==> config.mk <==
export PLATFORM = sky130hd
export DESIGN_NAME = dmem_access_ctrl
export DESIGN_NICKNAME = d
export VERILOG_FILES = /design/src/rtl/dmem_ctrl_pkg.sv /design/src/rtl/dmem_access_ctrl_align.sv /design/src/rtl/dmem_access_ctrl.sv
export SDC_FILE = /design/constraint.sdc
export NUM_CORES = 1
export LEC_CHECK = 0
export CORE_MARGIN = 2
export CORE_UTILIZATION = 43
export DETAILED_ROUTE_END_ITERATION = 6
export GPL_ROUTABILITY_DRIVEN = 0
export GPL_TIMING_DRIVEN = 0
export PLACE_DENSITY = 0.9
export SYNTH_ARGS = -nofsm -noshare
export SYNTH_HDL_FRONTEND = slang
export SYNTH_SLANG_ARGS = --single-unit
==> constraint.sdc <==
create_clock -name clk -period 3.2 [get_ports clk]
set_input_delay 0.64 -clock clk [delete_from_list [all_inputs] [get_ports clk]]
set_output_delay 0.64 -clock clk [all_outputs]
set_load 0.05 [all_outputs]
==> src/rtl/dmem_ctrl_pkg.sv <==
// Shared types and constants for the data-memory access controller.
//   state_t : sequencing FSM states
//   owner_t : which requester owns the transaction in flight
//   F3_*    : RISC-V funct3 encodings for loads/stores
package dmem_ctrl_pkg;

  typedef enum logic [1:0] {
    StIdle   = 2'd0,
    StAccess = 2'd1,
    StMerge  = 2'd2,
    StResp   = 2'd3
  } state_t;

  typedef enum logic {
    OwnC = 1'b0,
    OwnD = 1'b1
  } owner_t;

  localparam logic [2:0] F3_B  = 3'b000;
  localparam logic [2:0] F3_H  = 3'b001;
  localparam logic [2:0] F3_W  = 3'b010;
  localparam logic [2:0] F3_BU = 3'b100;
  localparam logic [2:0] F3_HU = 3'b101;

endpackage

==> src/rtl/dmem_access_ctrl_align.sv <==
// Combinational load/store alignment helper.
//   we_i/funct3_i/addr_i : access being checked (legality)
//   rd_word_i            : word read at addr (bytes addr..addr+3), used for load extension
//   old_word_i           : word captured for read-modify-write
//   wdata_i              : right-aligned store data
//   load_data_o          : sign/zero-extended load result
//   merged_o             : old word with the low byte/half replaced by store data
//   legal_o              : access is legal (size/alignment/top-of-memory rules)
module lsu_align
  import dmem_ctrl_pkg::*;
#(
  parameter int unsigned DataWidth = 32,
  parameter int unsigned AddrWidth = 17
) (
  input  logic                 we_i,
  input  logic [2:0]           funct3_i,
  input  logic [AddrWidth-1:0] addr_i,
  input  logic [DataWidth-1:0] rd_word_i,
  input  logic [DataWidth-1:0] old_word_i,
  input  logic [DataWidth-1:0] wdata_i,
  output logic [DataWidth-1:0] load_data_o,
  output logic [DataWidth-1:0] merged_o,
  output logic                 legal_o
);

  // Highest byte address whose 4-byte window does not wrap.
  localparam logic [AddrWidth-1:0] LastWordAddr = ~AddrWidth'(3);

  always_comb begin
    legal_o = 1'b1;
    if (funct3_i[1:0] == 2'b11) legal_o = 1'b0;
    if (!we_i && (funct3_i == 3'b110 || funct3_i == 3'b111)) legal_o = 1'b0;
    if (we_i && funct3_i[2]) legal_o = 1'b0;
    if (funct3_i[1:0] == 2'b01 && addr_i[0]) legal_o = 1'b0;
    if (funct3_i[1:0] == 2'b10 && addr_i[1:0] != 2'b00) legal_o = 1'b0;
    // SB/SH rewrite a whole word, which would wrap past the top of memory.
    if (we_i && !funct3_i[1] && addr_i > LastWordAddr) legal_o = 1'b0;
  end

  always_comb begin
    load_data_o = '0;
    case (funct3_i)
      F3_B:    load_data_o = {{(DataWidth-8){rd_word_i[7]}}, rd_word_i[7:0]};
      F3_H:    load_data_o = {{(DataWidth-16){rd_word_i[15]}}, rd_word_i[15:0]};
      F3_W:    load_data_o = rd_word_i;
      F3_BU:   load_data_o = {{(DataWidth-8){1'b0}}, rd_word_i[7:0]};
      F3_HU:   load_data_o = {{(DataWidth-16){1'b0}}, rd_word_i[15:0]};
      default: load_data_o = '0;
    endcase
  end

  assign merged_o = funct3_i[0] ? {old_word_i[DataWidth-1:16], wdata_i[15:0]}
                                : {old_word_i[DataWidth-1:8], wdata_i[7:0]};

endmodule

==> src/rtl/dmem_access_ctrl.sv <==
// Shares a byte-addressed data memory (async read, sync whole-word write) between the CPU
// load/store unit (c_*) and the loader/DMA (d_*). Round-robin arbitration, one transaction in
// flight, RISC-V load/store semantics; SB/SH become read-modify-write.
//   clk, rst          : clock, synchronous active-high reset
//   c_req_* / d_req_* : request handshake (valid/ready) with we, funct3, addr, wdata
//   c_rsp_* / d_rsp_* : one-cycle response pulse with rdata and err
//   mem_*             : memory address, write enable, write data, read data
module dmem_access_ctrl
  import dmem_ctrl_pkg::*;
#(
  parameter int unsigned DATA_WIDTH = 32,
  parameter int unsigned ADDR_WIDTH = 17
) (
  input  logic                  clk,
  input  logic                  rst,
  input  logic                  c_req_valid,
  output logic                  c_req_ready,
  input  logic                  c_req_we,
  input  logic [2:0]            c_req_funct3,
  input  logic [ADDR_WIDTH-1:0] c_req_addr,
  input  logic [DATA_WIDTH-1:0] c_req_wdata,
  output logic                  c_rsp_valid,
  output logic [DATA_WIDTH-1:0] c_rsp_rdata,
  output logic                  c_rsp_err,
  input  logic                  d_req_valid,
  output logic                  d_req_ready,
  input  logic                  d_req_we,
  input  logic [2:0]            d_req_funct3,
  input  logic [ADDR_WIDTH-1:0] d_req_addr,
  input  logic [DATA_WIDTH-1:0] d_req_wdata,
  output logic                  d_rsp_valid,
  output logic [DATA_WIDTH-1:0] d_rsp_rdata,
  output logic                  d_rsp_err,
  output logic [ADDR_WIDTH-1:0] mem_addr,
  output logic                  mem_we,
  output logic [DATA_WIDTH-1:0] mem_wd,
  input  logic [DATA_WIDTH-1:0] mem_rd
);

  state_t                state_q, state_d;
  owner_t                owner_q, owner_d;
  owner_t                last_q, last_d;
  logic                  we_q, we_d;
  logic [2:0]            f3_q, f3_d;
  logic [ADDR_WIDTH-1:0] addr_q, addr_d;
  logic [DATA_WIDTH-1:0] wdata_q, wdata_d;
  logic [DATA_WIDTH-1:0] cap_q, cap_d;
  logic [DATA_WIDTH-1:0] rdata_q, rdata_d;
  logic                  err_q, err_d;

  logic                  gnt_c, gnt_d;
  logic                  sel_we;
  logic [2:0]            sel_f3;
  logic [ADDR_WIDTH-1:0] sel_addr;
  logic [DATA_WIDTH-1:0] sel_wdata;
  logic                  chk_we;
  logic [2:0]            chk_f3;
  logic [ADDR_WIDTH-1:0] chk_addr;
  logic [DATA_WIDTH-1:0] load_data, merged;
  logic                  legal;
  logic                  mem_we_raw;

  // Round-robin: on a tie the port that was not granted last wins.
  always_comb begin
    gnt_c = 1'b0;
    gnt_d = 1'b0;
    if (state_q == StIdle && !rst) begin
      if (c_req_valid && d_req_valid) begin
        if (last_q == OwnD) gnt_c = 1'b1;
        else                gnt_d = 1'b1;
      end else if (c_req_valid) begin
        gnt_c = 1'b1;
      end else if (d_req_valid) begin
        gnt_d = 1'b1;
      end
    end
  end

  assign c_req_ready = gnt_c;
  assign d_req_ready = gnt_d;

  assign sel_we    = gnt_d ? d_req_we     : c_req_we;
  assign sel_f3    = gnt_d ? d_req_funct3 : c_req_funct3;
  assign sel_addr  = gnt_d ? d_req_addr   : c_req_addr;
  assign sel_wdata = gnt_d ? d_req_wdata  : c_req_wdata;

  // Legality is judged on the incoming request in IDLE, on the latched one afterwards.
  assign chk_we   = (state_q == StIdle) ? sel_we   : we_q;
  assign chk_f3   = (state_q == StIdle) ? sel_f3   : f3_q;
  assign chk_addr = (state_q == StIdle) ? sel_addr : addr_q;

  lsu_align #(
    .DataWidth (DATA_WIDTH),
    .AddrWidth (ADDR_WIDTH)
  ) u_align (
    .we_i        (chk_we),
    .funct3_i    (chk_f3),
    .addr_i      (chk_addr),
    .rd_word_i   (mem_rd),
    .old_word_i  (cap_q),
    .wdata_i     (wdata_q),
    .load_data_o (load_data),
    .merged_o    (merged),
    .legal_o     (legal)
  );

  always_comb begin
    state_d    = state_q;
    owner_d    = owner_q;
    last_d     = last_q;
    we_d       = we_q;
    f3_d       = f3_q;
    addr_d     = addr_q;
    wdata_d    = wdata_q;
    cap_d      = cap_q;
    rdata_d    = rdata_q;
    err_d      = err_q;
    mem_we_raw = 1'b0;
    mem_addr   = '0;
    mem_wd     = '0;
    unique case (state_q)
      StIdle: begin
        if (gnt_c || gnt_d) begin
          owner_d = gnt_d ? OwnD : OwnC;
          last_d  = owner_d;
          we_d    = sel_we;
          f3_d    = sel_f3;
          addr_d  = sel_addr;
          wdata_d = sel_wdata;
          rdata_d = '0;
          err_d   = !legal;
          state_d = legal ? StAccess : StResp;
        end
      end
      StAccess: begin
        mem_addr = addr_q;
        if (!we_q) begin
          rdata_d = load_data;
          state_d = StResp;
        end else if (f3_q[1]) begin
          mem_we_raw = 1'b1;
          mem_wd     = wdata_q;
          state_d    = StResp;
        end else begin
          cap_d   = mem_rd;
          state_d = StMerge;
        end
      end
      StMerge: begin
        mem_addr   = addr_q;
        mem_we_raw = 1'b1;
        mem_wd     = merged;
        state_d    = StResp;
      end
      StResp: begin
        state_d = StIdle;
      end
      default: begin
        state_d = StIdle;
      end
    endcase
  end

  // Reset must block a write even in the middle of a read-modify-write.
  assign mem_we = mem_we_raw & ~rst;

  assign c_rsp_valid = (state_q == StResp) && (owner_q == OwnC) && !rst;
  assign d_rsp_valid = (state_q == StResp) && (owner_q == OwnD) && !rst;
  assign c_rsp_rdata = c_rsp_valid ? rdata_q : '0;
  assign d_rsp_rdata = d_rsp_valid ? rdata_q : '0;
  assign c_rsp_err   = c_rsp_valid & err_q;
  assign d_rsp_err   = d_rsp_valid & err_q;

  always_ff @(posedge clk) begin
    if (rst) begin
      state_q <= StIdle;
      owner_q <= OwnC;
      last_q  <= OwnD;
      we_q    <= 1'b0;
      f3_q    <= '0;
      addr_q  <= '0;
      wdata_q <= '0;
      cap_q   <= '0;
      rdata_q <= '0;
      err_q   <= 1'b0;
    end else begin
      state_q <= state_d;
      owner_q <= owner_d;
      last_q  <= last_d;
      we_q    <= we_d;
      f3_q    <= f3_d;
      addr_q  <= addr_d;
      wdata_q <= wdata_d;
      cap_q   <= cap_d;
      rdata_q <= rdata_d;
      err_q   <= err_d;
    end
  end

endmodule

==> flow_metrics.tcl <==
set metrics [dict create \
    run_status "completed" \
    period_share 0.973 \
    maximum_number_of_pins_on_one_net_before_global_route_repair 17 \
    fin_total_pwr_w 0.00677 \
    comb_power_share 0.380 \
    start_kind "primary input" \
    hold_path_class "reg -> reg" \
    synth_largest_type_area_fraction 0.373 \
    timing_worst_setup_path_type "in -> out" \
    grt.overflow.total 0 \
    synth_fp_nets 954 \
    finalHoldViolations 0 \
    yosysUniqueCellTypes 56 \
    worst_setup_hold_path_clk_slew_ns 0.05 \
    numCtsBuffers 17 \
    filler_cell_count 1109 \
    p_int_w 0.00430 \
    crit_chain "dlygate4sd2_1 -> a21bo_4 -> o211ai_4 -> nand3_4 -> a21o_4 -> a22oi_1 -> nor2b_1 -> buf_4" \
    drv.max_cap_violation_count 0 \
    post_dp_cell_area_um2 8950 \
    port-buffer-count 261 \
    syn_area_um2 6120 \
    die_height_um 123 \
    io_pins 262 \
    postLayoutSetupSlackWorst_ns 0.0876 \
    clock_tree.htree_level_count 4 \
    nets 1229 \
    detailedPlace.worstSlack_ns -1.09 \
    skew_ns 0.00711 \
    worst-path-buf-inv 2 \
    detail-route-antenna-nets 0 \
    cell_at_the_root_of_the_clock_tree "clkbuf_16" \
    placementRows 43 \
    drt-wirelength-per-cell_um 18.2 \
    post_syn_instances 807 \
    worst_skew_pair.late_latency_ns 0.41 \
    grt_usage 0.301 \
    cts_tree "done" \
    vdd_drop_max_uv 512 \
    final_cell_area_um2 9750 \
    number_of_antenna_violations_at_the_first_check_in_global_routing 0 \
    synth_top_cell_by_area "dfxtp_1" \
    worstMarginPinSlew_ns 0.760 \
    route.detailed.drc 0 \
    critical-path-max-stage-delay_ns 0.31 \
    multi_input_logic_area_um2 3600 \
    antenna_cells 0 \
    synth_edf_count 0 \
    swShare 0.365 \
    power_density_nw_per_um2 694 \
    seqCellArea_um2 2280 \
    detail_route.wirelength_mm 23.2 \
    slew_viol_final 0 \
    timing.slew.headroom 0.491 \
    grt_pass1_wl_mm 35.2 \
    yosysWarnings 0 \
    holdBufCountCts 0 \
    share_clk_of_total_power 0.348 \
    synth.avg_cell_area_um2 7.58 \
    syn_to_final_growth_pct 59.5 \
    mostFrequentLayoutCell "nand2_1" \
    first_iter_violations 814 \
    synth_flop_cell "dfxtp_1" \
    top_library_cells_by_usage_in_the_layout_fill_and_taps_aside "182 x nand2_1, 139 x clkdlybuf4s50_1, 113 x dfxtp_1, 92 x and2_1" \
    drive_gt1_frac 0.152 \
    cts_sinks 114 \
    static-leakage-power_nw 3.65 \
    number_of_optimization_iterations_in_the_first_detailed_route_pass 5 \
    cts_buffer_depth 2 \
    synth_top_cells_by_area "dfxtp_1 37%, nand2_1 11%, and2_1 9.5%" \
    dpl.hpwl_mm 17.6 \
    post_cts.repair.setup_buffers 0 \
    seq_power_share 0.272 \
    cp.required_ns 2.56 \
    ys_seq_area_frac 0.373 \
    total_die_area_um2 15200 \
    cp_top_family "compound AO/OA/AOI/OAI gates" \
    die_x_um 123 \
    via_count 7297 \
    cpMaxStageDelayCell "dlygate4sd2_1" \
    synth.ff_latch_count 114 \
    fmaxAchievable_mhz 321 \
    share_of_async_settable_or_async_resettable_flops_after_synthesis 0 \
    critical_path_arrival_ns 2.47 \
    avgViaCountPerCell 5.73 \
    power.switching_w 0.00247 \
    core_area_um2 13900 \
    setup_violations 0 \
    grt_pass1_vias 6772 \
    initial_utilization 0.441 \
    min_period_ns 3.11 \
    worst_setup_path_end_kind "output pin" \
    maximum_fanout_along_the_worst_path 8 \
]
==> registers in the layout (all words and copies together), names as in the netlist, 2 cells and up <==
register / cells
addr_q: 17
cap_q: 24
f3_q: 3
rdata_q: 32
state_q: 2
wdata_q: 32
==> power by group through the flow <==
stage,Clock [W],Sequential [W],Combinational [W]
floorplan,0,0.00179,0.00172
global placement,0,0.00184,0.00244
detailed placement,0,0.00185,0.00250
CTS,0.00236,0.00183,0.00251
global route,0.00243,0.00186,0.00278
finish,0.00236,0.00184,0.00257
==> metal layers <==
metal | part of all wire | GRT usage | vias to the layer above
met5 | 0 | 0 | -
met2 | 0.49 | 0.510 | 441
met1 | 0.39 | 0.372 | 3412
met3 | 0.094 | 0.0715 | 63
met4 | 0.026 | 0.105 | 0
li1 | - | - | 3381
==> repair_timing <==
| item | in CTS | in global routing |
|---|---|---|
| setup endpoints to repair | 119 | 70 |
| gates resized for setup | 331 | 19 |
| endpoints found under the hold margin | 0 | 0 |
| pin swaps | 0 | 2 |
==> cell usage after synthesis (2+ instances only) <==
library cell and instances:
nand2_1 183, a211oi_1 4, o21ai_2 2, a21oi_1 44
nor4_1 2, dfxtp_1 114, nand3_1 6, buf_1 2
buf_4 2, inv_1 7, nor2b_1 25, a311oi_1 61
nand3_2 2, nor2_1 71, buf_2 7, o21ai_0 18
nand2b_1 5, a31o_2 2, a221oi_1 2, ha_1 5
and3_1 4, o21ai_1 13, a32oi_1 8, clkbuf_1 54
o211ai_2 2, a31oi_1 2, a22oi_1 24, a21boi_1 2
and2_1 93, a21boi_0 6, nand4_1 9, o2111ai_1 2
==> worst paths after layout <==
path                             startpoint     endpoint  slack [ns]  cells past startpoint
worst min-delay path            rdata_q[29]  rdata_q[29]        0.46                      2
worst max-delay path            c_req_valid   mem_wd[10]        0.09                      8
worst max register to register   state_q[1]    addr_q[1]        0.43                      8
worst min register to register  rdata_q[29]  rdata_q[29]        0.46                      2
==> worst register-to-register path, cell delays in order (launching register included) <==
cell	delay (ns)
dfxtp_2	0.34
inv_1	0.13
ha_4	0.19
nand2b_1	0.06
clkbuf_1	0.18
nor2_1	0.63
buf_2	0.36
buf_1	0.50
a311oi_1	0.22
==> final cells by class <==
class | count | share of cell area
Clock buffer | 22 | 0.0496
Tap cell | 180 | 0.0231
Buffer | 61 | 0.0276
Sequential cell | 114 | 0.234
Inverter | 8 | 0.00334
Timing Repair Buffer | 261 | 0.268
Clock inverter | 9 | 0.0254
Multi-Input combinational cell | 619 | 0.369
==> cells by family after synthesis <==
kind of cell	Yosys count	synth area share
AOI/OAI and AO/OA	206	0.249
adders and majority gates	5	0.0102
buffers and inverters	74	0.0493
DFF	114	0.373
and+or+nand+nor	408	0.318
==> stage by stage <==
step	hold slack [ns]	util	instances	setup TNS, ns
CTS	0.459	0.703	1275	-0.0383
global placement	0.440	0.645	1248	-55.15
detailed placement	0.447	0.645	1248	-56.30
finish	0.461	0.703	1274	0
floorplan	0.430	-	807	0
global route	0.474	0.703	1274	-0.00419
(Power assumes the default switching activity.)
